## src/rtl/run_launcher_if.sv

```systemverilog
// Handshake bundle for run_launcher: host go/num_runs, processor start/ack, run results.
// The log read port exists only when RUN_LAUNCHER_LOG_EN is defined.
interface run_launcher_if #(
  parameter int RUNS_W = 4,
  parameter int CNT_W  = 16
);
  logic              go;
  logic [RUNS_W-1:0] num_runs;
  logic              ack;
  logic              start;
  logic              busy;
  logic [RUNS_W-1:0] run_idx;
  logic              run_valid;
  logic [CNT_W-1:0]  run_cycles;
  logic              run_timeout;
  logic              done_all;
  logic              any_timeout;
`ifdef RUN_LAUNCHER_LOG_EN
  logic [RUNS_W-1:0] log_addr;
  logic [CNT_W:0]    log_data;
`endif

  // master is the launcher itself; slave is the host/processor side driving it.
  modport master (
`ifdef RUN_LAUNCHER_LOG_EN
    input  log_addr,
    output log_data,
`endif
    input  go, num_runs, ack,
    output start, busy, run_idx, run_valid, run_cycles, run_timeout, done_all, any_timeout
  );

  modport slave (
`ifdef RUN_LAUNCHER_LOG_EN
    output log_addr,
    input  log_data,
`endif
    output go, num_runs, ack,
    input  start, busy, run_idx, run_valid, run_cycles, run_timeout, done_all, any_timeout
  );
endinterface

```

## src/rtl/run_launcher.sv

```systemverilog
// Start/ack initiator: runs num_runs programs back-to-back, timing each run and flagging timeouts.
// Optional per-run result log enabled with `define RUN_LAUNCHER_LOG_EN.
module run_launcher #(
  parameter int START_CYCLES = 2,
  parameter int TIMEOUT      = 4096,
  parameter int CNT_W        = 16,
  parameter int RUNS_W       = 4
) (
  input  logic           clk,
  input  logic           reset,
  run_launcher_if.master bus
);

  typedef enum logic [2:0] {
    ST_IDLE,
    ST_START,
    ST_WAIT,
    ST_REPORT,
    ST_FINISH
  } state_e;

  localparam logic [CNT_W-1:0]  START_LAST = CNT_W'(START_CYCLES);
  localparam logic [CNT_W-1:0]  TIMEOUT_C  = CNT_W'(TIMEOUT);
  localparam logic [CNT_W-1:0]  CNT_ONE    = CNT_W'(1);
  localparam logic [RUNS_W-1:0] IDX_ONE    = RUNS_W'(1);

  state_e            state_q, state_d;
  logic [CNT_W-1:0]  cnt_q, cnt_d;
  logic [RUNS_W-1:0] runs_q, runs_d;
  logic [RUNS_W-1:0] run_idx_q, run_idx_d;
  logic [CNT_W-1:0]  run_cycles_q, run_cycles_d;
  logic              run_timeout_q, run_timeout_d;
  logic              any_timeout_q, any_timeout_d;
  logic              start_q, start_d;
  logic              busy_q, busy_d;
  logic              run_valid_q, run_valid_d;
  logic              done_all_q, done_all_d;
  logic              last_run;

  assign last_run = (run_idx_q == runs_q - IDX_ONE);

  // NOTE: sequential state uses non-blocking assignments so every flop samples pre-edge values.
  always_ff @(posedge clk or posedge reset) begin
    if (reset) begin
      state_q       <= ST_IDLE;
      cnt_q         <= '0;
      runs_q        <= '0;
      run_idx_q     <= '0;
      run_cycles_q  <= '0;
      run_timeout_q <= 1'b0;
      any_timeout_q <= 1'b0;
      start_q       <= 1'b0;
      busy_q        <= 1'b0;
      run_valid_q   <= 1'b0;
      done_all_q    <= 1'b0;
    end else begin
      state_q       <= state_d;
      cnt_q         <= cnt_d;
      runs_q        <= runs_d;
      run_idx_q     <= run_idx_d;
      run_cycles_q  <= run_cycles_d;
      run_timeout_q <= run_timeout_d;
      any_timeout_q <= any_timeout_d;
      start_q       <= start_d;
      busy_q        <= busy_d;
      run_valid_q   <= run_valid_d;
      done_all_q    <= done_all_d;
    end
  end

  // NOTE: every combinational output gets a default first, so no path can infer a latch.
  always_comb begin
    state_d = state_q;
    unique case (state_q)
      ST_IDLE:   if (bus.go) state_d = (bus.num_runs == '0) ? ST_FINISH : ST_START;
      ST_START:  if (cnt_q == START_LAST) state_d = ST_WAIT;
      ST_WAIT:   if (bus.ack || (cnt_q == TIMEOUT_C)) state_d = ST_REPORT;
      ST_REPORT: state_d = last_run ? ST_FINISH : ST_START;
      ST_FINISH: state_d = ST_IDLE;
      default:   state_d = ST_IDLE;
    endcase
  end

  // Outputs are registered from the next state so start/valid/done are glitch-free flops.
  always_comb begin
    cnt_d         = cnt_q;
    runs_d        = runs_q;
    run_idx_d     = run_idx_q;
    run_cycles_d  = run_cycles_q;
    run_timeout_d = run_timeout_q;
    any_timeout_d = any_timeout_q;
    start_d       = (state_d == ST_START);
    busy_d        = (state_d != ST_IDLE);
    run_valid_d   = (state_d == ST_REPORT);
    done_all_d    = (state_d == ST_FINISH);
    unique case (state_q)
      ST_IDLE: begin
        if (bus.go) begin
          runs_d        = bus.num_runs;
          run_idx_d     = '0;
          any_timeout_d = 1'b0;
          cnt_d         = CNT_ONE;
        end
      end
      ST_START: cnt_d = (cnt_q == START_LAST) ? CNT_ONE : cnt_q + CNT_ONE;
      ST_WAIT: begin
        cnt_d = cnt_q + CNT_ONE;
        // ack wins over a simultaneous timeout; both report TIMEOUT cycles in that case.
        if (bus.ack) begin
          run_cycles_d  = cnt_q;
          run_timeout_d = 1'b0;
        end else if (cnt_q == TIMEOUT_C) begin
          run_cycles_d  = TIMEOUT_C;
          run_timeout_d = 1'b1;
          any_timeout_d = 1'b1;
        end
      end
      ST_REPORT: begin
        if (!last_run) begin
          run_idx_d = run_idx_q + IDX_ONE;
          cnt_d     = CNT_ONE;
        end
      end
      default: ;
    endcase
  end

  assign bus.start       = start_q;
  assign bus.busy        = busy_q;
  assign bus.run_idx     = run_idx_q;
  assign bus.run_valid   = run_valid_q;
  assign bus.run_cycles  = run_cycles_q;
  assign bus.run_timeout = run_timeout_q;
  assign bus.done_all    = done_all_q;
  assign bus.any_timeout = any_timeout_q;

`ifdef RUN_LAUNCHER_LOG_EN
  logic [CNT_W:0] log_q [2**RUNS_W];

  // NOTE: the log is a small flop array, so it takes the async reset; a go never clears it.
  always_ff @(posedge clk or posedge reset) begin
    if (reset) begin
      for (int i = 0; i < 2**RUNS_W; i++) log_q[i] <= '0;
    end else if (state_q == ST_REPORT) begin
      log_q[run_idx_q] <= {run_timeout_q, run_cycles_q};
    end
  end

  assign bus.log_data = log_q[bus.log_addr];
`endif

endmodule
```

## src/flat_wrapper.sv

```systemverilog
// flat-port wrapper written by rule: the top's interface ports become plain ports
module run_launcher_flat 
#(
  parameter int START_CYCLES = 2,
  parameter int TIMEOUT      = 4096,
  parameter int CNT_W        = 16,
  parameter int RUNS_W       = 4
)
  (clk, reset, bus_go, bus_num_runs, bus_ack, bus_start, bus_busy, bus_run_idx, bus_run_valid, bus_run_cycles, bus_run_timeout, bus_done_all, bus_any_timeout);
  run_launcher_if #(.RUNS_W(RUNS_W), .CNT_W(CNT_W)) bus_i ();
  input  logic clk;
  input  logic reset;
  input wire logic [$bits(bus_i.go)-1:0] bus_go;
  input wire logic [$bits(bus_i.num_runs)-1:0] bus_num_runs;
  input wire logic [$bits(bus_i.ack)-1:0] bus_ack;
  output wire logic [$bits(bus_i.start)-1:0] bus_start;
  output wire logic [$bits(bus_i.busy)-1:0] bus_busy;
  output wire logic [$bits(bus_i.run_idx)-1:0] bus_run_idx;
  output wire logic [$bits(bus_i.run_valid)-1:0] bus_run_valid;
  output wire logic [$bits(bus_i.run_cycles)-1:0] bus_run_cycles;
  output wire logic [$bits(bus_i.run_timeout)-1:0] bus_run_timeout;
  output wire logic [$bits(bus_i.done_all)-1:0] bus_done_all;
  output wire logic [$bits(bus_i.any_timeout)-1:0] bus_any_timeout;
  assign bus_i.go = bus_go;
  assign bus_i.num_runs = bus_num_runs;
  assign bus_i.ack = bus_ack;
  assign bus_start = bus_i.start;
  assign bus_busy = bus_i.busy;
  assign bus_run_idx = bus_i.run_idx;
  assign bus_run_valid = bus_i.run_valid;
  assign bus_run_cycles = bus_i.run_cycles;
  assign bus_run_timeout = bus_i.run_timeout;
  assign bus_done_all = bus_i.done_all;
  assign bus_any_timeout = bus_i.any_timeout;
  run_launcher #(.START_CYCLES(START_CYCLES), .TIMEOUT(TIMEOUT), .CNT_W(CNT_W), .RUNS_W(RUNS_W)) u_core (.clk(clk), .reset(reset), .bus(bus_i));
endmodule
```

## config.mk

```make
export PLATFORM = sky130hd
export DESIGN_NAME = run_launcher_flat
export DESIGN_NICKNAME = d
export VERILOG_FILES = /design/src/rtl/run_launcher_if.sv /design/src/rtl/run_launcher.sv /design/src/flat_wrapper.sv
export SDC_FILE = /design/constraint.sdc
export NUM_CORES = 1
export LEC_CHECK = 0
export ABC_AREA = 0
export CAP_MARGIN = 20
export CORE_UTILIZATION = 33
export CTS_CLUSTER_DIAMETER = 60
export DETAILED_ROUTE_END_ITERATION = 12
export PLACE_DENSITY = 0.6
export SLEW_MARGIN = 15
export SYNTH_ARGS = -nofsm -noshare
export SYNTH_HDL_FRONTEND = slang
export SYNTH_SLANG_ARGS = --single-unit
```

## constraint.sdc

```tcl
create_clock -name clk -period 5.3 [get_ports clk]
set_clock_uncertainty 0.15 [all_clocks]
set_input_delay 1.06 -clock clk [delete_from_list [all_inputs] [get_ports clk]]
set_output_delay 1.06 -clock clk [all_outputs]
set_load 0.01 [all_outputs]
```

### Yosys cells after proc, flatten, opt, wreduce, memory -nomap -nowiden

Index checks and enable logic that the tools add are counted.

* multiplexer cells: 20
* div/mod/pow operators: 0
* equal/unequal tests: 13
* reduce and logical (&&, ||, !) cells: 13
* multiply operators: 0
* $lt $le $gt $ge: 0
* add/sub/neg operators: 3
* shifts and indexed selects: 0
* bitwise gates (word level): 0

Operators with widths (number)
* 16-bit 2-to-1 mux: 5
* 16-bit case mux with 4 select lines: 1
* 16-bit by 1-bit adder with 16-bit output (second input constant): 1
* 16-bit by 13-bit equality test with 1-bit output (second input constant): 1
* 16-bit by 2-bit equality test with 1-bit output (second input constant): 1
* 3-bit 2-to-1 mux: 5
* 3-bit case mux with 4 select lines: 1
* 3-bit by 2-bit equality test with 1-bit output (second input constant): 3
* 4-bit 2-to-1 mux: 2
* 4-bit case mux with 2 select lines: 1
* 3-bit by 1-bit equality test with 1-bit output (second input constant): 2
* 2-bit inequality test (second input constant): 3
* 3-bit AND reduction: 2
* 2-bit nonzero test: 3
* 4-bit by 1-bit adder with 4-bit output (second input constant): 1
* 4-bit equality test: 1
* 4-bit logical NOT: 1
* 1-bit 2-to-1 mux: 4
* 2-bit AND reduction: 2
* 4-bit AND reduction: 1
* 4-bit nonzero test: 1
* 4-bit by 1-bit subtractor with 4-bit output (second input constant): 1
* 3-bit equality test (second input constant): 1
* 3-bit logical NOT: 1
* 4 further kinds: 4

* bits in writable memories: 0
* register bits after elaboration: 49
* bits in read-only memories: 0
* bits in latches: 0
* output and inout port bits: 26
* word-level logic and storage cells: 60
* memories kept: 0
* bits of input ports: 8

### Longest topological paths before layout

* word-level depth: 5
* depth in mapped cells: 9
* mapped depth without buffers: 7

### Least setup slack after synthesis

OpenSTA, ideal clock, no wires.

* kind: input -> register
* from: input bus_num_runs[1]
* to: register u_core.state_q[0]
* arrival: 2.110 ns
* path buffers: 0
* stages on the path: 4
* setup slack: 2.912 ns
* library setup time: 0.127 ns
* cells stage by stage: or4_1 > a22oi_1 > nand2_1 > or2_2

* word-level cells in the longest chain between the ends: 4

Ends and longest elaborated chain
* start: declaration: RTL line flat_wrapper.sv:14 `input wire logic [$bits(bus_i.num_runs)-1:0] bus_num_runs;`
* 4-bit logical NOT: RTL line run_launcher.sv:75 `ST_IDLE: if (bus.go) state_d = (bus.num_runs == '0) ? ST_FINISH : ST_START;`
* 3-bit 2-to-1 mux (2 in series): RTL line run_launcher.sv:75
* 3-bit case mux with 4 select lines: RTL line run_launcher.sv:74 `unique case (state_q)`
* via u_core.state_d[0]: RTL line run_launcher.sv:27 `state_e state_q, state_d;`
* end signal: assignment: RTL line run_launcher.sv:57 `state_q <= state_d;`
* end: declaration: RTL line run_launcher.sv:27

The timed path passes the listed nets, and every way through them passes these cells.
A chain may end at the register's enable or synchronous reset.

### Worst setup path in the final report

* from: input bus_ack
* to: register u_core.state_q[0]

* word-level cells in the longest chain between the ends: 3

Ends and longest elaborated chain
* start: declaration: RTL line flat_wrapper.sv:15 `input wire logic [$bits(bus_i.ack)-1:0] bus_ack;`
* 1-bit logical OR: RTL line run_launcher.sv:77 `ST_WAIT: if (bus.ack || (cnt_q == TIMEOUT_C)) state_d = ST_REPORT;`
* 3-bit 2-to-1 mux: RTL line run_launcher.sv:77
* 3-bit case mux with 4 select lines: RTL line run_launcher.sv:74
* via u_core.state_d[0]: RTL line run_launcher.sv:27

The timed path passes the listed nets, and every way through them passes these cells.

==> flow_summary.json <==
{
  "status": "finished clean",
  "synth_enable_flop_cells": 0,
  "cts_sinks": 49,
  "synthXorXnorAreaFrac_pct": 4.55,
  "fmax_ghz": 0.365,
  "holdWs_ps": 358,
  "ys_top_cells_by_area": "dfrtp_1, nand2_1, o21ai_0",
  "grt_usage_pct": 15.3,
  "synth_top_family_by_area": "simple AND/OR/NAND/NOR gates",
  "syn_area_per_cell_um2": 9.72,
  "synth_ff_type": "dfrtp_1",
  "cp.arrival_ps": 2780,
  "clock_latency_ps": 300,
  "grt_pass1_vias": 1796,
  "hold_violations": 0,
  "maxCapViolCount": 0,
  "dieArea_um2": 7680,
  "yosys.area_share.simple_pct": 23.5,
  "leakage_nw": 1.29,
  "worst_path_max_delay_cell": "nand3_1",
  "antenna_found_initial": 0,
  "drt-vias-per-instance": 5.07,
  "clockBufferDepth": 2,
  "dr_total_vias": 1896,
  "hold_class": "flop to flop",
  "ctsHoldBuffers": 0,
  "critical-path-max-stage-delay_ps": 670,
  "cts_buffers": 5,
  "post-cts-setup-buffer-count": 0,
  "stdcell_area_um2": 2920,
  "synth_area_um2": 2420,
  "vdd_drop_max_mv": 0.239,
  "synth_top_area_cell": "dfrtp_1",
  "cts_tree": "yes",
  "netlist-cell-type-count": 44,
  "nNetsFinal": 291,
  "fin_crit_ps": 2740,
  "startpoint_type": "input pin",
  "grt_start_max_net_pins": 50,
  "maxSlewHeadroom_pct": 40.9,
  "worst_pin_slew_ps": 880,
  "area_growth_pct": 20.7,
  "cts_max_level": 2,
  "synth_most_common_cell": "dfrtp_1",
  "finalNonFillerCells": 374,
  "drt_wl_total_um": 5350,
  "drive_gt1_share_pct": 6.83,
  "power_density_nw_per_um2": 423,
  "setup_viol": 0,
  "synthAdderAreaFrac_pct": 2.58,
  "endpoint_kind": "flop",
  "die_x_um": 87.7,
  "crit_fanout": 23,
  "dr.pass1.iters": 4,
  "synth_compound_area_share_pct": 13.9,
  "required_ps": 5330,
  "start_util_pct": 34.9,
  "synthCells": 249,
  "post_cts_resized": 0,
  "gp_congestion": 0.784,
  "grt_first_pass_wirelength_um": 8920,
  "finalSetupTns_ps": 0,
  "clk_pin_slew_ps": 90,
  "root_buffer": "clkbuf_8",
  "dpl_cell_area_um2": 2800,
  "coreArea_um2": 6940,
  "io_pins": 34,
  "grt-ovfl-total": 0,
  "synth_fp_nets": 262,
  "drc": 0,
  "detail-route-antenna-nets": 0,
  "port_buffers": 33,
  "rsz0062_at_grt": "false",
  "yosys_warnings": 0,
  "num_antenna_cells": 0,
  "post-route-period-util_pct": 51.8,
  "ys_seq_area_share_pct": 50.6,
  "dpl.hpwl_um": 3640,
  "die_h_um": 87.7,
  "core.rowCount": 30,
  "path_cells": "clkdlybuf4s50_1 > nand3_1 > o21ai_0 > or2_2",
  "fill_cells": 690,
  "synthMuxAreaShare_pct": 0,
  "synth_seq_cells": 49,
  "synthArstFlopShare_pct": 100,
  "wl_per_cell_um": 14.3,
  "synth_common_cells": "dfrtp_1, nand2_1, o21ai_0",
  "worstSetupPathType": "input pin to flop",
  "synth_top_area_share_pct": 50.6,
  "drv_slew": 0,
  "dpl.cell_count": 366,
  "drtIter0Drc": 126
}
[critical path, delay by kind of cell]
family / cells / cell delay (ps)
AOI/OAI and AO/OA: 1 / 270
buffers and inverters: 1 / 420
and+or+nand+nor: 2 / 1020
[report_power, final]
group          switching, mW  internal, mW  leakage [nW]
sequential            0.0740         0.443         0.658
clock                  0.122         0.137        0.0540
combinational          0.266         0.193         0.579
total                  0.463         0.773          1.29
[routing by layer]
layer / up-vias / global-route usage (%) / wire length [um]
li1: 943 / - / -
met1: 921 / 21.6 / 2750
met2: 27 / 23.4 / 2400
met3: 5 / 2.92 / 117
met4: 0 / 5.37 / 82
met5: - / 0 / 0
[flip-flops by register name (all words and copies together) (netlist names)]
name                    cells
u_core.bus.any_timeout      1
u_core.bus.busy             1
u_core.bus.done_all         1
u_core.bus.run_cycles      16
u_core.bus.run_idx          4
u_core.bus.run_timeout      1
u_core.bus.run_valid        1
u_core.bus.start            1
u_core.cnt_q               16
u_core.runs_q               4
u_core.state_q              3
[metrics by stage]
step | setup WS, ps | total power [mW] | utilization [%]
after detailed placement | 2200 | 0.981 | 40.3
final | 2560 | 1.24 | 42.1
after global placement | 2280 | 0.970 | 40.1
after floorplan | 2910 | 0.846 | -
after CTS | 2520 | 1.24 | 41.8
after global routing | 2410 | 1.33 | 42.1
[path summary, 6_finish.rpt]
check,from,slack [ps],endpoint,depth (start not counted)
min in group asynchronous,reset,930,u_core.runs_q[0],2
max reg2reg,u_core.runs_q[0],2750,u_core.cnt_q[3],7
max,bus_ack,2560,u_core.state_q[0],4
min,u_core.bus.run_timeout,360,u_core.bus.run_timeout,2
max in group asynchronous,reset,3550,u_core.bus.run_cycles[15],3
min reg2reg,u_core.bus.run_timeout,360,u_core.bus.run_timeout,2
[kinds of logic after synthesis]
family,after synthesis
fa+ha+maj,5
xor+xnor,11
buf+inv,22
flops,49
compound gates,50
simple gates,112
[cells in the final DEF, fill, tap and decap left out, types with 4 or more instances in the layout]
master | Yosys | routed
nand2_1 | 44 | 44
a22o_1 | 5 | 5
clkdlybuf4s50_1 | 0 | 33
a211o_1 | 5 | 5
o22ai_1 | 7 | 7
o21ai_0 | 19 | 19
xor2_1 | 7 | 7
and3_1 | 7 | 7
or3_1 | 5 | 5
clkbuf_8 | 0 | 5
o211ai_1 | 4 | 4
nor3_1 | 9 | 9
nand3_1 | 13 | 13
ha_1 | 5 | 5
nor2_1 | 11 | 11
dfrtp_1 | 49 | 49
inv_1 | 9 | 8
nand4_1 | 5 | 5
[cell type report]
cell class	count	area [um^2]	share of cell area, %
flip-flops and latches	49	1230	42.0
clock inverters	2	35.0	1.20
multi-input cells	178	1080	36.9
inverters	9	33.8	1.16
repair buffers	35	362	12.4
well taps	96	120	4.11
clock buffers	5	68.8	2.35
Note: power is estimated with default switching activity, not from simulation.
